<file path="config.mk">
export PLATFORM = sky130hd
export DESIGN_NAME = fifo_stream_reader_flat
export DESIGN_NICKNAME = d
export VERILOG_FILES = /design/src/rtl/fifo_stream_reader_if.sv /design/src/rtl/fifo_stream_reader.sv /design/src/flat_wrapper.sv
export SDC_FILE = /design/constraint.sdc
export NUM_CORES = 1
export LEC_CHECK = 0
export CORE_MARGIN = 3
export CORE_UTILIZATION = 27
export CTS_BUF_LIST = sky130_fd_sc_hd__clkbuf_4 sky130_fd_sc_hd__clkbuf_8
export DETAILED_ROUTE_END_ITERATION = 6
export DONT_BUFFER_PORTS = 1
export MAX_ROUTING_LAYER = met4
export PLACE_DENSITY_LB_ADDON = 0.2
export SETUP_SLACK_MARGIN = 0.4
export SYNTH_ARGS = -nofsm -noshare
export SYNTH_HDL_FRONTEND = slang
export SYNTH_SLANG_ARGS = --single-unit
</file>
<file path="constraint.sdc">
create_clock -name clk -period 2.3 [get_ports clk]
set_clock_uncertainty 0.05 [all_clocks]
set_input_delay 0.23 -clock clk [delete_from_list [all_inputs] [get_ports clk]]
set_output_delay 0.23 -clock clk [all_outputs]
set_load 0.01 [all_outputs]
</file>
<file path="src/rtl/fifo_stream_reader_if.sv">
// Handshake bundle between the stream reader, the FIFO it drains, and the
// downstream consumer. The master side is the reader itself.
interface fifo_stream_reader_if #(
  parameter int DWIDTH = 16
);
  logic              fifo_empty;
  logic              fifo_rd_en;
  logic [DWIDTH-1:0] fifo_dout;
  logic              m_valid;
  logic [DWIDTH-1:0] m_data;
  logic              m_ready;

  modport master (
    input  fifo_empty, fifo_dout, m_ready,
    output fifo_rd_en, m_valid, m_data
  );

  modport slave (
    output fifo_empty, fifo_dout, m_ready,
    input  fifo_rd_en, m_valid, m_data
  );
endinterface

</file>
<file path="src/rtl/fifo_stream_reader.sv">
// Drains a FIFO with registered read data into a valid/ready stream.
// A 2-entry skid buffer plus one in-flight flag lets the reader keep a read
// outstanding every cycle without ever overrunning the buffer.
module fifo_stream_reader #(
  parameter int DWIDTH = 16,
  parameter int CWIDTH = 16
) (
  input  logic              clk,
  input  logic              rstn,
  input  logic              flush,
  output logic [CWIDTH-1:0] rd_count,
  fifo_stream_reader_if.master bus
);

  logic [DWIDTH-1:0] head_q;
  logic [DWIDTH-1:0] tail_q;
  logic [1:0]        occ;
  logic              pend;

  logic              pop;
  logic              capture;
  logic [2:0]        fill_after_pop;
  logic [1:0]        occ_nxt;
  logic [DWIDTH-1:0] head_nxt;
  logic [DWIDTH-1:0] tail_nxt;

  assign bus.m_valid = (occ != 2'd0);
  assign bus.m_data  = head_q;

  // Issue a read only if the word it returns is guaranteed a free slot.
  always_comb begin
    pop            = bus.m_valid & bus.m_ready;
    // pop implies occ >= 1, so this difference never goes negative.
    fill_after_pop = {1'b0, occ} + {2'b00, pend} - {2'b00, pop};
    bus.fifo_rd_en = rstn & ~flush & ~bus.fifo_empty & (fill_after_pop < 3'd2);
  end

  // Next buffer contents from the capture/pop combination; flush empties it.
  always_comb begin
    // NOTE: every output gets a default first so no path leaves it unassigned (no latch).
    occ_nxt  = occ;
    head_nxt = head_q;
    tail_nxt = tail_q;
    capture  = pend & ~flush;
    if (flush) begin
      occ_nxt = 2'd0;
    end else begin
      case ({capture, pop})
        2'b01: begin
          head_nxt = tail_q;
          occ_nxt  = occ - 2'd1;
        end
        2'b10: begin
          if (occ == 2'd0) head_nxt = bus.fifo_dout;
          else             tail_nxt = bus.fifo_dout;
          occ_nxt = occ + 2'd1;
        end
        2'b11: begin
          if (occ == 2'd1) begin
            head_nxt = bus.fifo_dout;
          end else begin
            head_nxt = tail_q;
            tail_nxt = bus.fifo_dout;
          end
        end
        default: ;
      endcase
    end
  end

  // State register with synchronous active-low reset taking priority over flush.
  always_ff @(posedge clk) begin
    // NOTE: state is updated with <= so every register samples pre-edge values.
    if (!rstn) begin
      occ      <= 2'd0;
      pend     <= 1'b0;
      rd_count <= '0;
      // NOTE: the buffer entries are reset because m_data is observable and must read 0.
      head_q   <= '0;
      tail_q   <= '0;
    end else begin
      occ      <= occ_nxt;
      pend     <= bus.fifo_rd_en;
      head_q   <= head_nxt;
      tail_q   <= tail_nxt;
      rd_count <= rd_count + CWIDTH'(pop);
    end
  end

endmodule

</file>
<file path="src/flat_wrapper.sv">
// flat-port wrapper written by rule: the top's interface ports become plain ports
module fifo_stream_reader_flat 
#(
  parameter int DWIDTH = 16,
  parameter int CWIDTH = 16
)
  (clk, rstn, flush, rd_count, bus_fifo_empty, bus_fifo_dout, bus_m_ready, bus_fifo_rd_en, bus_m_valid, bus_m_data);
  fifo_stream_reader_if #(.DWIDTH(DWIDTH)) bus_i ();
  input  logic clk;
  input  logic rstn;
  input  logic flush;
  output logic [CWIDTH-1:0] rd_count;
  input wire logic [$bits(bus_i.fifo_empty)-1:0] bus_fifo_empty;
  input wire logic [$bits(bus_i.fifo_dout)-1:0] bus_fifo_dout;
  input wire logic [$bits(bus_i.m_ready)-1:0] bus_m_ready;
  output wire logic [$bits(bus_i.fifo_rd_en)-1:0] bus_fifo_rd_en;
  output wire logic [$bits(bus_i.m_valid)-1:0] bus_m_valid;
  output wire logic [$bits(bus_i.m_data)-1:0] bus_m_data;
  assign bus_i.fifo_empty = bus_fifo_empty;
  assign bus_i.fifo_dout = bus_fifo_dout;
  assign bus_i.m_ready = bus_m_ready;
  assign bus_fifo_rd_en = bus_i.fifo_rd_en;
  assign bus_m_valid = bus_i.m_valid;
  assign bus_m_data = bus_i.m_data;
  fifo_stream_reader #(.DWIDTH(DWIDTH), .CWIDTH(CWIDTH)) u_core (.clk(clk), .rstn(rstn), .flush(flush), .rd_count(rd_count), .bus(bus_i));
endmodule
</file>
Word-level counts from Yosys, hierarchy flattened
Cells that the tools add are included.
{ "totals": {"register_bits": 51, "in_bits": 21, "out_inout_bits": 34} }
{ "op_classes": {"add_sub_neg": 5, "n_lt_le_gt_ge": 1, "n_eq_ne": 7, "mux": 7, "bitwise_logic": 8, "n_reduce_logical": 8} }
{ "op_table": {"columns": ["op", "n"], "rows": [
  ["16-bit 2-to-1 mux", 4],
  ["16-bit one-hot mux with 3 select lines", 1],
  ["16-bit one-hot mux with 2 select lines", 1],
  ["16-bit by 1-bit adder with 16-bit output", 1],
  ["2-bit nonzero test", 3],
  ["1-bit bitwise AND", 5],
  ["2-bit by 1-bit equality test with 1-bit output, second input constant", 2],
  ["2-bit equality test, second input constant", 2],
  ["2-bit != test, second input constant", 2],
  ["2-bit one-hot mux with 2 select lines", 1],
  ["4-bit AND reduction", 1],
  ["2-bit by 1-bit adder with 3-bit output", 1],
  ["3-bit by 2-bit < comparator with 1-bit output, second input constant", 1],
  ["1-bit NOT", 3],
  ["3-bit AND reduction", 1],
  ["3-bit nonzero test", 1],
  ["3-bit by 1-bit subtractor with 3-bit output", 1],
  ["2-bit by 1-bit adder with 2-bit output, second input constant", 1],
  ["2-bit logical NOT", 1],
  ["2-bit by 1-bit != test with 1-bit output, second input constant", 1],
  ["2-bit OR reduction", 1],
  ["2-bit by 1-bit subtractor with 2-bit output, second input constant", 1]
]} }

Logic depth before layout (Yosys ltp)
{ "depth": {"ltp_word": 5, "depth_mapped": 10} }

Least setup slack after synthesis
Ideal clock, no wire load.
{ "synth_timing": {"path_type": "register to output", "startpoint": "register u_core.occ[1]", "endpoint": "output port bus_fifo_rd_en", "arrival_time_ps": 2441, "path_slack_ps": -421, "path_stages_with_launch": 11, "path_buffers": 2, "cell_sequence": "dfxtp_1 -> inv_1 -> ha_1 -> nand2b_1 -> buf_2 -> buf_2 -> nor2_1 -> o21ai_0 -> fa_1 -> xor2_1 -> nor4b_1"} }
{ "synth_via": {"elab_chain_cells": 5, "elab_cells_between_ends": 6, "classes_between": "add/sub (2); order compare (1); bitwise (2); reduce/logical (1)"} }
{ "synth_lines": {"columns": ["item", "line", "source"], "rows": [
  ["start: declaration", "fifo_stream_reader.sv:17", "logic [1:0] occ;"],
  ["start signal: assignment", "fifo_stream_reader.sv:82", "occ <= occ_nxt;"],
  ["parallel branches: the longest is 2 deep, another holds 2-bit by 1-bit adder with 3-bit output", null, null],
  ["3-bit by 1-bit subtractor with 3-bit output (*)", "fifo_stream_reader.sv:34", "fill_after_pop = {1'b0, occ} + {2'b00, pend} - {2'b00, pop};"],
  ["3-bit by 2-bit < comparator with 1-bit output (*)", "fifo_stream_reader.sv:35", "bus.fifo_rd_en = rstn & ~flush & ~bus.fifo_empty & (fill_after_pop < 3'd2);"],
  ["1-bit bitwise AND (*)", "fifo_stream_reader.sv:35", null],
  ["end: declaration", "flat_wrapper.sv:16", "output wire logic [$bits(bus_i.fifo_rd_en)-1:0] bus_fifo_rd_en;"]
]} }
Every way passes the cells marked *.

Worst setup path after layout
Same ends and word-level chain as after synthesis.

==> impl_metrics.toml <==
[drt]
dr.first_iter.drc_count = 148
ant_nets = 0
wire_per_inst_um = 18.4
drc_errors = 0
dr.pass1.iters = 4
wirelength_um = 7760
via_per_inst = 5.41
vias = 2276

[setup_path]
crit_arrival_ps = 2080
slowest_stage = "fa_2"
crit_chain = "inv_4 > ha_4 > nand2b_4 > clkinv_4 > nor2_4 > o21ai_2 > fa_2 > xor2_2 > nor4b_4"
cp-end-kind = "output pin"
path_class = "reg2out"
path_buf_inv = 2
cp-start-kind = "flip-flop"
critPathTopFamily = "simple AND/OR/NAND/NOR gates"
crit_fanout = 3
critPathMaxStageDelay_ps = 370
required_ps = 2020

[final_layout]
drive_above_1_share_pct = 33.2
seq_area_sq_mm = 0.00103
final.fill_count = 877
final_nets = 339
final_common_cell = "dfxtp_1"
antennaDiodeCount = 0
area_delta_synth_final_pct = 32.5
layout_common_cells = "49 x dfxtp_1, 36 x a21oi_1, 28 x o21ai_0"
post-route-util_pct = 37.4
multiInputGateArea_sq_mm = 0.00159

[flow_run]
cap_violations = 0

[global_route]
grt_pass1_wl_um = 11800
grt_max_degree = 23
overflow = 0
grt_pass1_vias = 2164
antenna_found_initial = 0
grt_usage_pct = 14.7

[worst_hold_path]
hp-class = "in2reg"

[timing]
fin_crit_ps = 2360
slew_headroom_pct = 51.3
fmax_ghz = 0.424
hold_viol = 0
final.setup.worst_slack_ps = -59.2
worst_pin_slew_ps = 731
rsz0062_at_grt = "yes"
setup_viol = 1
tns_ps = -59.2
fin_crit_sh_pct = 103
slew_violations = 0
holdWs_ps = 11.6

[power_and_ir_drop]
power_leakage_nw = 1.07
power_density_mw_per_mm2 = 498
vdd_drop_max_mv = 0.213

[die]
die_area_sq_mm = 0.0105
core_sq_mm = 0.00889
num_rows = 34
ioPinCount = 55
die_y_um = 102
die_w_um = 102
start_util_pct = 28.3

[synth]
syn-num-nets = 310
yosys.cell_types.count = 40
ys_top_cells_by_area = "dfxtp_1 41%, a21oi_1 7.6%, o21ai_0 7.2%"
syn_avg_cell_area_sq_um = 8.88
synthArstFlopShare_pct = 0
synth_area_sq_mm = 0.00251
synth_edf_count = 0
yosys_warnings = 0
ys_dominant_reg_cell = "dfxtp_1"
yosys_register_bits = 51
synth_top_cell_area_share_pct = 40.6
yosysSeqAreaShare_pct = 40.6
synth_area_leader_cell = "dfxtp_1"
syn_inst = 283

[place]
place_hpwl_um = 4720
place_congestion = 0.723
io_buffers = 0

[run_status]
outcome = "finished, violations left"
failed_checks = "negative setup slack"

[clock_network]
clk_path_buf_depth = 2
cts_tree = "done"
cts.htree.levels = 2
numCtsBuffers = 5
path_clk_slew_ps = 100
cts_sinks = 51
cts_root_buf = "clkbuf_8"
clk_latency_ps = 300
## power breakdown
group          switching (W)  internal (W)  leakage (nW)
sequential         0.0000218      0.000899         0.414
combinational      0.0000828     0.0000658         0.603
clock               0.000312      0.000276        0.0548
total               0.000417       0.00124          1.07
## cell usage after synthesis (2+ instances only)
master and number:
dfxtp_1 51, a21oi_1 38, o21ai_0 36, nand3_1 22, o211ai_1 16, clkbuf_1 12, a311oi_2 10, nand2_1 10
nand2b_1 8, buf_2 7, inv_1 7, a311oi_1 6, nor2_1 6, ha_1 5, mux2i_1 5, nand4_1 4
nor4_1 4, o31ai_1 4, or3_1 4, or4_1 3, xor2_1 3, and2_1 2, nor4b_1 2, xnor2_1 2
## through the flow
step	cell area [sq um]	instances	power (W)	worst slack [ps]
2_1_floorplan	2640	283	0.00104	20.5
3_3_place_gp	2720	380	0.00107	182
3_5_place_dp	2720	380	0.00107	155
4_1_cts	3100	406	0.00167	-80.7
5_1_grt	3330	421	0.00173	-168
6_report	3330	421	0.00166	-59.2
## metal layers
layer / up-vias / track usage (%) / share of wire, %
met1: 1115 / 18.4 / 44
met2: 31 / 24.4 / 51
met3: 4 / 2.94 / 4.7
met4: 0 / 3.43 / 0.82
met5: - / - / 0
li1: 1126 / - / -
## what timing repair did
item                                    4_1_cts  5_1_grt
pin swaps                                    44       43
cloned                                        0        4
hold buffers                                  2        0
setup buffers                                16       11
endpoints found under the setup margin       38       44
gates resized for setup                      38       22
endpoints found under the hold margin         3        0
## flip-flops by register name, summed over array words and instances, names as in the netlist
name	cells
u_core.tail_q	16
u_core.bus.m_data	16
u_core.occ	2
u_core.rd_count	16
u_core.pend	1
## worst register-to-register path: cells and delay by family (launching register included)
kind	cells	cell delay [ps]
and+or+nand+nor	3	460
buffers and inverters	5	410
DFF	1	370
adders and majority gates	3	500
muxes	1	200
## cell families after synthesis
family                     after synthesis  share of synthesized area, %
AOI/OAI and AO/OA                      111                          29.1
xor gates and xnor gates                 5                          1.74
adders and majority gates                6                          3.29
buffers and inverters                   31                          5.88
DFF                                     51                          40.6
muxes                                    6                          2.59
and+or+nand+nor                         73                          16.8
## layout make-up
cell class              count  share of cell area (%)
clock buffers               7                    2.89
clock inverters             1                   0.188
inverters                   9                    1.32
multi-input cells         203                    47.9
flip-flops and latches     51                    30.9
well taps                 108                    4.06
repair buffers             42                    12.7
## worst paths after layout
path | startpoint | to | slack [ps] | cells past startpoint
worst max-delay path | u_core.occ[1] | bus_fifo_rd_en | -60 | 9
worst min register to register | u_core.tail_q[0] | u_core.tail_q[0] | 410 | 2
worst max register to register | u_core.occ[1] | u_core.rd_count[14] | 240 | 12
worst min-delay path | bus_fifo_dout[0] | u_core.tail_q[0] | 10 | 2
Power figures use the tool's default switching activity.
